## src/rtl/mips_mem_pkg.sv

```systemverilog
// rtl/mips_mem_pkg.sv - opcode, access-size and FSM-state definitions for the MEM stage
// Helpers: decode_size, decode_signed, is_misaligned, force_align, wb_select.
package mips_mem_pkg;

    localparam logic [5:0] OP_LB  = 6'h20;
    localparam logic [5:0] OP_LH  = 6'h21;
    localparam logic [5:0] OP_LW  = 6'h23;
    localparam logic [5:0] OP_LBU = 6'h24;
    localparam logic [5:0] OP_LHU = 6'h25;
    localparam logic [5:0] OP_SB  = 6'h28;
    localparam logic [5:0] OP_SH  = 6'h29;
    localparam logic [5:0] OP_SW  = 6'h2B;

    typedef enum logic [1:0] {
        SZ_BYTE = 2'd0,
        SZ_HALF = 2'd1,
        SZ_WORD = 2'd2
    } mem_size_e;

    typedef enum logic [1:0] {
        ST_IDLE = 2'd0,
        ST_REQ  = 2'd1,
        ST_WAIT = 2'd2
    } mem_state_e;

    // Anything that is not a byte or half opcode is treated as a word access.
    function automatic mem_size_e decode_size(input logic [5:0] op);
        mem_size_e sz;
        case (op)
            OP_LB, OP_LBU, OP_SB: sz = SZ_BYTE;
            OP_LH, OP_LHU, OP_SH: sz = SZ_HALF;
            default:              sz = SZ_WORD;
        endcase
        return sz;
    endfunction

    function automatic logic decode_signed(input logic [5:0] op);
        return (op == OP_LB) || (op == OP_LH);
    endfunction

    function automatic logic is_misaligned(input mem_size_e sz, input logic [1:0] a);
        logic m;
        case (sz)
            SZ_HALF: m = a[0];
            SZ_WORD: m = (a != 2'b00);
            default: m = 1'b0;
        endcase
        return m;
    endfunction

    // Clears the low address bits that a half/word access is not allowed to use.
    function automatic logic [1:0] force_align(input mem_size_e sz, input logic [1:0] a);
        logic [1:0] r;
        case (sz)
            SZ_HALF: r = {a[1], 1'b0};
            SZ_WORD: r = 2'b00;
            default: r = a;
        endcase
        return r;
    endfunction

    function automatic logic [31:0] wb_select(
        input logic        pc_to_reg,
        input logic        mem_to_reg,
        input logic [31:0] pc,
        input logic [31:0] load_data,
        input logic [31:0] alu_res
    );
        logic [31:0] r;
        if (pc_to_reg)       r = pc + 32'd4;
        else if (mem_to_reg) r = load_data;
        else                 r = alu_res;
        return r;
    endfunction

endpackage

```

## src/rtl/mem_lane_align.sv

```systemverilog
// rtl/mem_lane_align.sv - little-endian byte-lane steering for data-memory accesses
// size, addr_lo        : access width and low address bits (already aligned as required)
// load_signed          : sign-extend (lb/lh) instead of zero-extend (lbu/lhu)
// store_data/read_data : register store value / raw memory word
// be, wdata, load_data : byte enables, lane-replicated store word, extended load value
module mem_lane_align
    import mips_mem_pkg::*;
(
    input  mem_size_e   size,
    input  logic [1:0]  addr_lo,
    input  logic        load_signed,
    input  logic [31:0] store_data,
    input  logic [31:0] read_data,
    output logic [3:0]  be,
    output logic [31:0] wdata,
    output logic [31:0] load_data
);

    logic [7:0]  lane_b;
    logic [15:0] lane_h;

    always_comb begin
        lane_b    = read_data[7:0];
        lane_h    = addr_lo[1] ? read_data[31:16] : read_data[15:0];
        be        = 4'b1111;
        wdata     = store_data;
        load_data = read_data;

        case (addr_lo)
            2'd0:    lane_b = read_data[7:0];
            2'd1:    lane_b = read_data[15:8];
            2'd2:    lane_b = read_data[23:16];
            default: lane_b = read_data[31:24];
        endcase

        case (size)
            SZ_BYTE: begin
                be        = 4'b0001 << addr_lo;
                wdata     = {4{store_data[7:0]}};
                load_data = {{24{load_signed & lane_b[7]}}, lane_b};
            end
            SZ_HALF: begin
                be        = 4'b0011 << {addr_lo[1], 1'b0};
                wdata     = {2{store_data[15:0]}};
                load_data = {{16{load_signed & lane_h[15]}}, lane_h};
            end
            default: begin
                be        = 4'b1111;
                wdata     = store_data;
                load_data = read_data;
            end
        endcase
    end

endmodule

```

## src/rtl/mem_access_stage.sv

```systemverilog
// rtl/mem_access_stage.sv - MIPS32 MEM stage: data-memory handshake FSM and MEM/WB register
// Optional feature macro: MEM_MISALIGN_TRAP_EN (trap misaligned half/word instead of forcing alignment)
// clock, reset (sync, active-low)
// ex_*      : EX/MEM register contents (held by upstream while stall=1)
// stall     : combinational hold request to upstream
// dm_req_*  : registered request channel (valid/ready), dm_rsp_* : load response
// wb_*      : registered MEM/WB outputs; misalign : one-cycle trap flag
module mem_access_stage
    import mips_mem_pkg::*;
(
    input  logic        clock,
    input  logic        reset,
    input  logic [31:0] ex_pc,
    input  logic [31:0] ex_ir,
    input  logic [31:0] ex_alu_res,
    input  logic [31:0] ex_rs2,
    input  logic [4:0]  ex_write_addr,
    input  logic        ex_mem_read,
    input  logic        ex_mem_write,
    input  logic        ex_mem_to_reg,
    input  logic        ex_pc_to_reg,
    input  logic        ex_reg_write,
    output logic        stall,
    output logic        dm_req_valid,
    input  logic        dm_req_ready,
    output logic [31:0] dm_addr,
    output logic        dm_we,
    output logic [3:0]  dm_be,
    output logic [31:0] dm_wdata,
    input  logic        dm_rsp_valid,
    input  logic [31:0] dm_rdata,
    output logic [31:0] wb_pc,
    output logic [31:0] wb_ir,
    output logic [31:0] wb_result,
    output logic [4:0]  wb_write_addr,
    output logic        wb_reg_write,
    output logic        misalign
);

    mem_state_e  state;
    mem_state_e  state_next;

    logic        access;
    mem_size_e   ex_size;
    logic        ex_signed;
    logic [1:0]  ex_lo;
    logic        ex_misalign;
    logic        start;
    logic        store_done;
    logic        load_done;

    // Instruction captured when the access starts; the request and the
    // eventual writeback are built from these, not from the live ex_* inputs.
    logic [31:0] pc_r;
    logic [31:0] ir_r;
    logic [31:0] alu_r;
    logic [4:0]  waddr_r;
    logic        mem_to_reg_r;
    logic        pc_to_reg_r;
    logic        reg_write_r;
    logic        signed_r;
    mem_size_e   size_r;

    mem_size_e   al_size;
    logic [1:0]  al_lo;
    logic [3:0]  al_be;
    logic [31:0] al_wdata;
    logic [31:0] al_load;

    assign access    = ex_mem_read | ex_mem_write;
    assign ex_size   = decode_size(ex_ir[31:26]);
    assign ex_signed = decode_signed(ex_ir[31:26]);

`ifdef MEM_MISALIGN_TRAP_EN
    assign ex_lo       = ex_alu_res[1:0];
    assign ex_misalign = access & is_misaligned(ex_size, ex_alu_res[1:0]);
`else
    assign ex_lo       = force_align(ex_size, ex_alu_res[1:0]);
    assign ex_misalign = 1'b0;
`endif

    // In IDLE the aligner builds the outgoing request from the live inputs;
    // afterwards it extracts the load lane from the captured access.
    assign al_size = (state == ST_IDLE) ? ex_size : size_r;
    assign al_lo   = (state == ST_IDLE) ? ex_lo   : dm_addr[1:0];

    mem_lane_align u_align (
        .size        (al_size),
        .addr_lo     (al_lo),
        .load_signed (signed_r),
        .store_data  (ex_rs2),
        .read_data   (dm_rdata),
        .be          (al_be),
        .wdata       (al_wdata),
        .load_data   (al_load)
    );

    always_ff @(posedge clock) begin
        if (!reset) state <= ST_IDLE;
        else        state <= state_next;
    end

    always_comb begin
        state_next = state;
        case (state)
            ST_IDLE: if (start)        state_next = ST_REQ;
            ST_REQ:  if (dm_req_ready) state_next = dm_we ? ST_IDLE : ST_WAIT;
            ST_WAIT: if (dm_rsp_valid) state_next = ST_IDLE;
            default:                   state_next = ST_IDLE;
        endcase
    end

    // stall drops in the completion cycle so upstream advances on the same
    // edge that the finished instruction is written into MEM/WB.
    always_comb begin
        start      = (state == ST_IDLE) & access & ~ex_misalign;
        store_done = (state == ST_REQ)  & dm_req_ready & dm_we;
        load_done  = (state == ST_WAIT) & dm_rsp_valid;
        stall      = start
                   | ((state == ST_REQ)  & ~store_done)
                   | ((state == ST_WAIT) & ~load_done);
    end

    always_ff @(posedge clock) begin
        if (!reset) begin
            dm_req_valid  <= 1'b0;
            dm_addr       <= '0;
            dm_we         <= 1'b0;
            dm_be         <= '0;
            dm_wdata      <= '0;
            wb_pc         <= '0;
            wb_ir         <= '0;
            wb_result     <= '0;
            wb_write_addr <= '0;
            wb_reg_write  <= 1'b0;
            pc_r          <= '0;
            ir_r          <= '0;
            alu_r         <= '0;
            waddr_r       <= '0;
            mem_to_reg_r  <= 1'b0;
            pc_to_reg_r   <= 1'b0;
            reg_write_r   <= 1'b0;
            signed_r      <= 1'b0;
            size_r        <= SZ_BYTE;
        end else begin
            case (state)
                ST_IDLE: begin
                    if (start) begin
                        pc_r         <= ex_pc;
                        ir_r         <= ex_ir;
                        alu_r        <= ex_alu_res;
                        waddr_r      <= ex_write_addr;
                        mem_to_reg_r <= ex_mem_to_reg;
                        pc_to_reg_r  <= ex_pc_to_reg;
                        reg_write_r  <= ex_reg_write;
                        signed_r     <= ex_signed;
                        size_r       <= ex_size;
                        dm_req_valid <= 1'b1;
                        dm_addr      <= {ex_alu_res[31:2], ex_lo};
                        dm_we        <= ex_mem_write;
                        dm_be        <= al_be;
                        dm_wdata     <= al_wdata;
                        wb_reg_write <= 1'b0;
                    end else begin
                        // Plain pass-through; a trapped access also lands here
                        // but never writes the register file.
                        wb_pc         <= ex_pc;
                        wb_ir         <= ex_ir;
                        wb_write_addr <= ex_write_addr;
                        wb_result     <= wb_select(ex_pc_to_reg, 1'b0, ex_pc, 32'd0, ex_alu_res);
                        wb_reg_write  <= ex_reg_write & ~ex_misalign;
                    end
                end
                ST_REQ: begin
                    if (dm_req_ready) dm_req_valid <= 1'b0;
                    if (store_done) begin
                        wb_pc         <= pc_r;
                        wb_ir         <= ir_r;
                        wb_write_addr <= waddr_r;
                        wb_result     <= wb_select(pc_to_reg_r, 1'b0, pc_r, 32'd0, alu_r);
                        wb_reg_write  <= reg_write_r;
                    end else begin
                        wb_reg_write  <= 1'b0;
                    end
                end
                ST_WAIT: begin
                    if (load_done) begin
                        wb_pc         <= pc_r;
                        wb_ir         <= ir_r;
                        wb_write_addr <= waddr_r;
                        wb_result     <= wb_select(pc_to_reg_r, mem_to_reg_r, pc_r, al_load, alu_r);
                        wb_reg_write  <= reg_write_r;
                    end else begin
                        wb_reg_write  <= 1'b0;
                    end
                end
                default: begin
                    dm_req_valid <= 1'b0;
                    wb_reg_write <= 1'b0;
                end
            endcase
        end
    end

`ifdef MEM_MISALIGN_TRAP_EN
    always_ff @(posedge clock) begin
        if (!reset) misalign <= 1'b0;
        else        misalign <= ex_misalign & (state == ST_IDLE);
    end
`else
    assign misalign = 1'b0;
`endif

endmodule
```

## config.mk

```make
export PLATFORM = sky130hd
export DESIGN_NAME = mem_access_stage
export DESIGN_NICKNAME = d
export VERILOG_FILES = /design/src/rtl/mips_mem_pkg.sv /design/src/rtl/mem_lane_align.sv /design/src/rtl/mem_access_stage.sv
export SDC_FILE = /design/constraint.sdc
export NUM_CORES = 1
export LEC_CHECK = 0
export CORE_MARGIN = 10
export CORE_UTILIZATION = 55
export CTS_BUF_LIST = sky130_fd_sc_hd__clkbuf_8
export DETAILED_ROUTE_END_ITERATION = 8
export PLACE_DENSITY = 0.93
export SYNTH_ARGS = -nofsm -noshare
export SYNTH_HDL_FRONTEND = slang
export SYNTH_SLANG_ARGS = --single-unit
```

## constraint.sdc

```tcl
create_clock -name clock -period 5.46 [get_ports clock]
set_input_delay 1.365 -clock clock [delete_from_list [all_inputs] [get_ports clock]]
set_output_delay 1.365 -clock clock [all_outputs]
set_load 0.01 [all_outputs]
```

==> results.json <==
{
  "status": "completed",
  "drtPass1Iterations": 6,
  "highest_layer": "met4",
  "netlist_instances": 1696,
  "htreeDepth": 2,
  "synthDistinctLibCells": 71,
  "die_h_um": 175,
  "critPathRequiredTime_ns": 4.09,
  "yosysMostFrequentCell": "nand2_1",
  "synthArstFlopShare_pct": 0,
  "yosysSeqAreaShare_pct": 38.0,
  "yosys_warnings": 0,
  "route.detailed.drc": 0,
  "syn2layout_area_growth_pct": 31.8,
  "num_vias": 14400,
  "wl_met2_mm": 23.1,
  "grt_pass1_wl_mm": 79.6,
  "routed_wl_mm": 52.7,
  "drv_slew": 0,
  "antenna_found_initial": 3,
  "routabilityCongestion": 0.968,
  "peakVddDrop_mv": 0.261,
  "max-slew-margin-rel_pct": 21.8,
  "p_total_w": 0.00642,
  "clock-sinks": 251,
  "wire_per_inst_um": 23.0,
  "viasPerCell": 6.28,
  "grt.overflow.total": 0,
  "fmax_ghz": 0.229,
  "postCtsHoldBufs": 0,
  "cts_tree": "yes",
  "ys_top_cells_by_count": "nand2_1 (319), dfxtp_1 (251), nor2_1 (171), a21oi_1 (163), clkbuf_1 (123)",
  "power_density_nw_per_um2": 368,
  "synth.largest_area_cell": "dfxtp_1",
  "port_buffers": 346,
  "drv_cap": 0,
  "nNetsFinal": 2123,
  "drive_gt1_share_pct": 5.53,
  "startpoint_type": "input pin",
  "grt_max_degree": 152,
  "syn-num-nets": 1877,
  "rsz0062_at_grt": "no",
  "clk_pin_slew_ns": 0.05,
  "path_max_fanout": 4,
  "fin_util_pct": 74.1,
  "synth_enable_flop_cells": 0,
  "yosys-top-cells-area": "dfxtp_1 (38%), nand2_1 (9.1%), mux2i_1 (6.3%)",
  "period_minus_slack_ns": 4.36,
  "avgSynthCellArea_um2": 7.80,
  "drtIter0Drc": 2225,
  "met1_length_mm": 20.0,
  "setup_viol": 0,
  "worstSkewPairLatency_ns": 0.57,
  "initial_utilization_pct": 56.2,
  "worst_pin_slew_ns": 1.17,
  "synth_top_area_share_pct": 38.0,
  "root_buffer": "clkbuf_8",
  "hold_path_class": "reg -> reg",
  "ant_nets": 0,
  "ios": 348,
  "fin_skew_ns": 0.0207,
  "dp_hpwl_mm": 38.3,
  "clk_path_buf_depth": 3,
  "arrival_ns": 2.99,
  "die_w_um": 175,
  "synth-seq-cells": 251,
  "post-route-period-util_pct": 79.8,
  "tns_ns": 0,
  "crit_type": "in -> out",
  "track_usage_pct": 32.4,
  "p_leak_nw": 6.39,
  "wl_met3_mm": 6.97,
  "finalHoldViolations": 0,
  "die_area_um2": 30600,
  "synthFlopType": "dfxtp_1",
  "cts_post_setup_buffers_inserted": 0,
  "crit_path_end_kind": "output port",
  "syn_area_um2": 13200,
  "core_um2": 23500,
  "std_cell_rows": 56,
  "cts_resized": 0,
  "cts_buffers": 44,
  "first_global_vias": 13600
}
## layout by cell type (no fill, tap or decap), types with 23 or more instances in the layout
master           netlist  routed
clkdlybuf4s50_1        0     345
nand2_1              319     319
dfxtp_1              251     250
nor2_1               171     170
a21oi_1              163     163
a211oi_1              87      87
mux2i_1               83      83
o21ai_0               73      73
clkbuf_8               0      53
nand3_1               37      37
xor2_1                31      31
a31oi_1               25      25
a22oi_1               23      23
## final cells by class
| type | count | area (um^2) |
|---|---|---|
| multi-input cells | 1267 | 7450 |
| well taps | 319 | 399 |
| diodes | 3 | 7.51 |
| inverters | 9 | 38.8 |
| flip-flops and latches | 251 | 5030 |
| clock buffers | 53 | 729 |
| clock inverters | 23 | 138 |
| fillers | 1785 | 6110 |
| repair buffers | 369 | 3640 |
## worst paths after layout
check,start,endpoint,slack (ns),cells past startpoint
setup reg to reg,state[0],wb_result[23],2.20,9
setup / recovery,ex_mem_write,stall,1.10,4
hold reg to reg,dm_wdata[1],dm_wdata[1],0.45,2
hold / removal,dm_wdata[1],dm_wdata[1],0.45,2
## flip-flops by register name (all words and copies together), names as in the netlist, 2 cells and up
| signal | flops |
|---|---|
| alu_r | 2 |
| dm_addr | 32 |
| dm_be | 4 |
| dm_wdata | 32 |
| ir_r | 32 |
| pc_r | 32 |
| size_r | 2 |
| state | 2 |
| waddr_r | 5 |
| wb_ir | 32 |
| wb_pc | 32 |
| wb_result | 32 |
| wb_write_addr | 5 |
## power by group
part	total [W]	switching [W]	leakage, nW	internal (W)
clock network	0.00173	0.000803	0.502	0.000929
logic	0.00231	0.00130	3.81	0.00101
registers	0.00238	0.000239	2.07	0.00214
total	0.00642	0.00234	6.39	0.00408
## cell families after synthesis
logic type	after synthesis	share of synthesized area, %
multiplexers	83	6.28
buffers and inverters	178	6.03
flip-flops	251	38.0
XOR/XNOR	50	3.31
adder cells (fa/ha/maj)	7	0.662
other	1	0.0284
AND/OR/NAND/NOR	628	20.5
AO/OA/AOI/OAI	498	25.2
## routing by layer
| metal | up-vias | track usage, % |
|---|---|---|
| li1 | 6543 | - |
| met1 | 6606 | 40.8 |
| met2 | 1076 | 49.0 |
| met3 | 187 | 10.3 |
| met4 | 0 | 15.8 |
| met5 | - | 0 |
## stage by stage
stage | instances | cell area, um^2 | worst slack, ns | hold slack (ns)
6_report | 2294 | 17400 | 1.10 | 0.452
3_5_place_dp | 2215 | 16600 | 0.969 | 0.447
3_3_place_gp | 2215 | 16600 | 1.09 | 0.439
2_1_floorplan | 1696 | 13200 | 2.12 | 0.436
4_1_cts | 2291 | 17400 | 1.10 | 0.454
5_1_grt | 2294 | 17400 | 1.04 | 0.470
## critical path, stage by stage
cell,delay (ns)
clkdlybuf4s50_1,0.52
o21a_4,0.27
a211o_1,0.32
clkdlybuf4s50_1,0.52
(Power assumes the default switching activity.)
